$ cat config.mk
export PLATFORM = sky130hd
export DESIGN_NAME = gearbox_upsizing_2x
export DESIGN_NICKNAME = d
export VERILOG_FILES = /design/src/rtl/gearbox_upsizing_2x.sv
export SDC_FILE = /design/constraint.sdc
export NUM_CORES = 1
export LEC_CHECK = 0
export ABC_AREA = 1
export CORE_MARGIN = 2
export CORE_UTILIZATION = 33
export DETAILED_ROUTE_END_ITERATION = 7
export PLACE_DENSITY = 0.57
export SYNTH_ARGS = -nofsm -noshare
export SYNTH_HDL_FRONTEND = slang
export SYNTH_SLANG_ARGS = --single-unit
$ cat constraint.sdc
create_clock -name aclk -period 1.15 [get_ports aclk]
set_input_delay 0.1725 -clock aclk [delete_from_list [all_inputs] [get_ports aclk]]
set_output_delay 0.1725 -clock aclk [all_outputs]
set_load 0.02 [all_outputs]
$ cat src/rtl/gearbox_upsizing_2x.sv
// AXI-Stream 2:1 width upsizer: two half-width input beats pack into one
// full-width output word, first beat in the low half.
module gearbox_upsizing_2x #(
  parameter int n = 5
) (
  input  logic           aclk,
  input  logic           aresetn,
  input  logic [n*8-1:0] in_tdata,
  input  logic           in_tvalid,
  output logic           in_tready,
  output logic [n*8-1:0] out_tdata,
  output logic           out_tvalid,
  input  logic           out_tready
);
  localparam int nb   = n * 8;
  localparam int HALF = nb / 2;

  typedef enum logic {PH_EMPTY = 1'b0, PH_HALF = 1'b1} phase_e;

  phase_e            phase_q, phase_d;
  logic [HALF-1:0]   hold_q, hold_d;
  logic [nb-1:0]     tdata_q, tdata_d;
  logic              tvalid_q, tvalid_d;
  logic              in_acc;

  // First halves never stall; a second half only waits on a full, stalled output.
  assign in_tready  = (phase_q == PH_EMPTY) || !tvalid_q || out_tready;
  assign in_acc     = in_tvalid && in_tready;
  assign out_tdata  = tdata_q;
  assign out_tvalid = tvalid_q;

  always_comb begin
    phase_d  = phase_q;
    hold_d   = hold_q;
    tdata_d  = tdata_q;
    tvalid_d = tvalid_q;
    if (tvalid_q && out_tready)
      tvalid_d = 1'b0;
    if (in_acc) begin
      if (phase_q == PH_EMPTY) begin
        hold_d  = in_tdata[HALF-1:0];
        phase_d = PH_HALF;
      end else begin
        // A load on a draining edge overrides the clear above: no bubble.
        tdata_d  = {in_tdata[HALF-1:0], hold_q};
        tvalid_d = 1'b1;
        phase_d  = PH_EMPTY;
      end
    end
  end

  always_ff @(posedge aclk or negedge aresetn) begin
    if (!aresetn) begin
      phase_q  <= PH_EMPTY;
      hold_q   <= '0;
      tdata_q  <= '0;
      tvalid_q <= 1'b0;
    end else begin
      phase_q  <= phase_d;
      hold_q   <= hold_d;
      tdata_q  <= tdata_d;
      tvalid_q <= tvalid_d;
    end
  end

endmodule

==> results of run 1 <==
==> layer usage <==
metal  up-vias  global-route usage (%)
met2        74                    22.5
met4         0                    7.46
met5         -                       0
li1       1073                       -
met3         7                    4.23
met1      1058                    23.0
==> power groups by stage <==
| stage | Sequential [mW] | Clock, mW | Combinational, mW |
|---|---|---|---|
| 2_1_floorplan | 4.35 | 0 | 1.16 |
| 4_1_cts | 3.55 | 2.15 | 3.27 |
| 3_5_place_dp | 3.60 | 0 | 3.79 |
| 6_report | 3.54 | 2.10 | 3.29 |
| 5_1_grt | 3.66 | 2.22 | 3.64 |
| 3_3_place_gp | 3.57 | 0 | 3.76 |
==> state kept, by name, indices dropped and copies added, names as in the netlist <==
signal      cells
out_tdata      40
hold_q         20
phase_q         1
out_tvalid      1
==> area by class of cell <==
class / instances / area share, %
multi-input cells: 188 / 25.1
clock inverters: 4 / 2.01
clock buffers: 12 / 4.17
inverters: 4 / 0.575
well taps: 102 / 3.66
flip-flops and latches: 62 / 44.5
repair buffers: 90 / 19.9
==> cell usage after synthesis, drive strengths merged <==
master and instances:
nand3 21, nand4 40, nor2 1, inv 4, buf 24, dfrtp 62, o21bai 1, nand2 125
==> stage by stage <==
stage          setup slack [ns]  util, %  setup TNS, ns
5_1_grt                  -0.171     45.5          -4.66
3_5_place_dp             -0.386     44.0          -8.27
6_report                 -0.124     45.5          -2.23
4_1_cts                  -0.105     44.9         -0.142
3_3_place_gp             -0.368     44.0          -7.89
2_1_floorplan            0.0909        -              0
==> path summary, 6_finish.rpt <==
check                              from            end  cells after the start
hold / removal                  aresetn   out_tdata[6]                      2
setup / recovery             out_tvalid     out_tvalid                      3
setup reg to reg             out_tvalid  out_tdata[10]                      7
max in group asynchronous       aresetn  out_tdata[17]                      3
min in group aclk             in_tvalid  out_tdata[34]                      3
hold reg to reg            out_tdata[0]   out_tdata[0]                      2
==> logic make-up (layout without fill, tap and decap cells) <==
| logic type | after synthesis | after routing |
|---|---|---|
| flip-flops | 62 | 62 |
| AND/OR/NAND/NOR | 187 | 187 |
| buffers and inverters | 28 | 110 |
| AO/OA/AOI/OAI | 1 | 1 |
==> timing repair <==
action	CTS	global route
hold endpoints to repair	10	0
hold buffers	1	0
endpoints found under the setup margin	96	66
cloned	0	1
buffers inserted	0	4
resized for setup	173	13
==> cells in the final DEF, fill, tap and decap left out <==
master and instances:
buf_8 1, inv_1 3, bufinv_16 2, buf_2 43, nand2_4 1, dlygate4sd3_1 1
clkdlybuf4s50_1 21, buf_4 14, clkbuf_8 10, nand3_1 20, clkinv_2 2, buf_12 3
o21bai_1 1, nand3_4 1, nand2_1 123, nand2_8 1, inv_6 1, clkbuf_1 2
dfrtp_1 62, nand4_1 40, nor2_2 1, buf_6 7
==> metrics.yaml, run 1 <==
sta:
  worst_pin_slew_ns: 0.358
  hold_violations: 0
  worst_slack_ns: -0.124
  min_period_ns: 1.27
  whs_ns: 0.249
  fmax_mhz: 785
  grt_setup_unrepaired: "yes"
  worst_slew_margin_rel_pct: 76.1
  fin_worst_skew_ns: 0.0106
  fin_crit_sh_pct: 111
  maxSlewViolCount: 0
  finalSetupViolCount: 42
clock_network:
  numCtsBuffers: 9
  cts.clk_slew.worst_paths_ns: 0.07
  clockBufferDepth: 2
  clk_latency_ns: 0.34
  cts-root-buf: "clkbuf_8"
  cts_sinks: 62
  cts_tree: "yes"
  cts_max_level: 3
final_layout:
  final-instance-count-excl-fill: 462
  multi_input_area_um2: 875
  seqCellArea_um2: 1550
  fillerInstances: 769
  num-nets-final: 399
  num_antenna_cells: 0
  postLayoutCellArea_um2: 3480
  drive_above_1_share_pct: 24.2
  area_growth_pct: 35.4
placement:
  dp_hpwl_um: 4170
  placed_area_um2: 3370
  finalWeightedCongestion: 0.777
  io_buffers: 65
  dp.cells: 440
routing:
  drt_first_pass_iters: 4
  postRouteAntennaNets: 0
  dr_wl_met2_um: 2750
  detailroute.wirelength.met3_um: 376
  routed_via_density: 4.79
  drt-met1-wl_um: 3170
  top_layer: "met4"
  wirelength_um: 6380
  drt-initial-drc-count: 115
  vias: 2212
  drc: 0
  wl_per_cell_um: 13.8
setup_path:
  startpoint_type: "flop"
  required_ns: 0.98
  cp.buffers_inverters: 3
  crit_arrival_ns: 1.10
  crit_chain: "buf_4 > buf_6 > buf_6"
  cp-end-kind: "output port"
  reg2reg_slack_ns: -0.08
  cpMostUsedCell: "buf_6"
  worstSetupPathType: "flop to output port"
  crit_slowest_cell: "dfrtp_1"
  critical_path.max_stage_delay_ns: 0.39
  critPathMaxFanout: 2
  crit_family: "flip-flops"
logic_synthesis:
  ys_seq_elements: 62
  synth_nets: 322
  synthSimpleGateAreaFrac_pct: 32.8
  synth_top_family_by_area: "simple AND/OR/NAND/NOR gates"
  synthCells: 278
  yosysSeqAreaShare_pct: 60.3
  ys_top_cells_by_area: "dfrtp_1 60%, nand2_1 18%, nand4_1 9.7%"
  synth_compound_area_share_pct: 0.292
  synthDistinctLibCells: 13
  syn_area_um2: 2570
  synth.largest_area_cell: "dfrtp_1"
  synth_xor_area_share_pct: 0
  muxShareOfSynthArea_pct: 0
  synth-adder-area-share_pct: 0
  netlist.area_leader.share_pct: 60.3
  yosysWarnings: 0
  syn_area_per_cell_um2: 9.25
global_route:
  grt_pass1_vias: 2074
  grt_pass1_wl_um: 10600
  grt.overflow.total: 0
  antenna_found_initial: 0
  grt_max_degree: 42
  track_usage_pct: 16.0
floorplanning:
  rows: 32
  coreArea_um2: 7650
  fp.dieArea_um2: 8520
  initial_core_util_pct: 33.6
  fp.dieH_um: 92.3
  die_w_um: 92.3
  io_pins: 86
status:
  violations: "negative setup slack"
  status: "finished with violations"
worst_hold_path:
  hp-class: "input pin to asynchronous set/reset pin"
power:
  peakVddDrop_v: 0.000810
  power.leakage_nw: 1.86
  combPwrFrac_pct: 36.9
  pwr-share-seq_pct: 39.6
  power.total_mw: 8.93
  clkPwrFrac_pct: 23.5
  p_int_mw: 5.55
  switching_share_pct: 37.9
  p_per_area_nw_per_um2: 2560
  power_switching_mw: 3.39
run:
  drv_cap: 0
No activity file was read; power rests on OpenSTA's default activity.
==> run 2: changes to the inputs <==
REMOVE_ABC_BUFFERS = 1   (was not set)
==> run 2 against run 1 <==
Against the previous run: the flow still finishes with violations (negative setup slack); cell area increased by 1.1%; sequential share of layout area decreased by 0.44 points; cell count decreased by 0.43%; die area unchanged; sequential power about the same; total power fell by 1.0%; global-route usage shrank 0.53 points; routed wire length rose by 0.91%; critical path type unchanged; critical endpoint is now in_tready; largest cell class unchanged.
==> metrics.yaml, run 2 (synthesis gave the netlist of run 1 again) <==
placement:
  dp_hpwl_um: 3920
  io_buffers: 65
  placed_area_um2: 3400
  finalWeightedCongestion: 0.719
setup_path:
  r2r-end: "out_tdata[15]"
  worstRegToRegCells: 6
  reg2reg_slack_ns: -0.03
  startpoint_type: "flop"
  endpoint: "in_tready"
  required_ns: 0.98
  worstSetupPathType: "flop to output port"
  crit_arrival_ns: 1.08
  startpoint: "out_tvalid"
  r2r_start: "out_tvalid"
  critPathMaxFanout: 3
  cp-end-kind: "output port"
floorplanning:
  rows: 32
  io_pins: 86
  die_w_um: 92.3
  coreArea_um2: 7650
  fp.dieArea_um2: 8520
  fp.dieH_um: 92.3
  initial_core_util_pct: 33.6
run:
  drv_cap: 0
sta:
  hold_violations: 0
  fmax_mhz: 797
  maxSlewViolCount: 0
  min_period_ns: 1.25
  fin_crit_sh_pct: 109
  fin_worst_skew_ns: 0.0110
  finalSetupViolCount: 36
  grt_setup_unrepaired: "yes"
  worst_slack_ns: -0.105
  worst_slew_margin_rel_pct: 77.1
  worst_pin_slew_ns: 0.343
  tns_ns: -0.630
power:
  switching_share_pct: 38.5
  power.leakage_nw: 1.88
  pwr-share-seq_pct: 40.1
  combPwrFrac_pct: 37.9
  peakVddDrop_v: 0.00110
  p_per_area_nw_per_um2: 2510
  p_int_mw: 5.44
  clkPwrFrac_pct: 22.0
  power_switching_mw: 3.40
routing:
  routed_via_density: 4.69
  vias: 2156
  postRouteAntennaNets: 0
  drc: 0
  drt_first_pass_iters: 4
  drt-initial-drc-count: 61
  wl_per_cell_um: 14.0
  wirelength_um: 6440
final_layout:
  area_growth_pct: 36.9
  drive_above_1_share_pct: 24.6
  fillerInstances: 794
  num-nets-final: 397
  layout_commonest_cell: "nand2_1"
  seqCellArea_um2: 1550
  num_antenna_cells: 0
  final_core_util_pct: 46.0
  multi_input_area_um2: 880
  layout_common_cells: "120 x nand2_1, 61 x dfrtp_1, 43 x buf_2"
  largest_register_ff_count: 40
  postLayoutCellArea_um2: 3520
global_route:
  track_usage_pct: 15.5
  grt.overflow.total: 0
  grt_max_degree: 63
  antenna_found_initial: 0
  grt_pass1_wl_um: 10300
  grt_pass1_vias: 2114
clock_network:
  clk_latency_ns: 0.33
  cts_sinks: 62
  cts.clk_slew.worst_paths_ns: 0.06
  numCtsBuffers: 9
  cts_tree: "yes"
  clockBufferDepth: 2
  cts_max_level: 3
  post_cts_buffers: 0
  cts-root-buf: "clkbuf_8"
worst_hold_path:
  hp-class: "input pin to flop"
status:
  violations: "negative setup slack"
  status: "finished with violations"
run 2: worst min-delay path by stage:
stage | from | endpoint | slack [ns] | cells after the start
after floorplan | aresetn | hold_q[0] | -0.12 | 0
after global placement | aresetn | out_tdata[2] | 0.21 | 2
after detailed placement | aresetn | out_tdata[22] | 0.21 | 2
after CTS | in_tvalid | hold_q[9] | 0.19 | 3
after global routing | in_tvalid | hold_q[9] | 0.26 | 3
final | in_tvalid | hold_q[9] | 0.24 | 3
run 2: per-stage QoR:
step	hold WS (ns)	instances	total power [mW]	worst slack (ns)
6_report	0.236	460	8.84	-0.105
5_1_grt	0.264	460	9.45	-0.150
4_1_cts	0.189	457	8.87	-0.117
3_5_place_dp	0.213	440	7.48	-0.380
3_3_place_gp	0.211	440	7.42	-0.371
2_1_floorplan	-0.123	254	5.33	-0.791
run 2: power groups by stage:
stage	combinational, mW	sequential, mW	clock [mW]
2_1_floorplan	0.898	4.43	0
3_3_place_gp	3.84	3.58	0
3_5_place_dp	3.87	3.61	0
4_1_cts	3.30	3.56	2.00
5_1_grt	3.69	3.67	2.09
6_report	3.35	3.55	1.94
run 2: repair_timing:
action,in CTS,in global routing
pin swaps,0,1
endpoints found under the setup margin,90,64
resized for setup,163,12
hold buffers,1,0
endpoints found under the hold margin,62,0
gates cloned,0,3
run 2: final cells by class:
type	count	area share [%]
Tap cell	102	3.62
Multi-Input combinational cell	188	25.0
Clock inverter	4	1.28
Sequential cell	62	44.1
Inverter	4	0.569
Clock buffer	12	4.41
Timing Repair Buffer	88	21.0
run 2: metal layers:
layer / wire (um) / GRT usage, % / up-vias / share of wire, %
met1: 3120 / 21.4 / 1023 / 49
met4: 106 / 6.72 / 0 / 1.6
li1: - / - / 1074 / -
met2: 2950 / 24.1 / 48 / 46
met3: 256 / 2.69 / 11 / 4.0
met5: 0 / 0 / - / 0
run 2: worst max-delay path, cell delays in order, from the launching register on:
cell     delay, ns
dfrtp_1       0.38
inv_1         0.05
nor2_1        0.11
nand2_1       0.06
buf_2         0.16
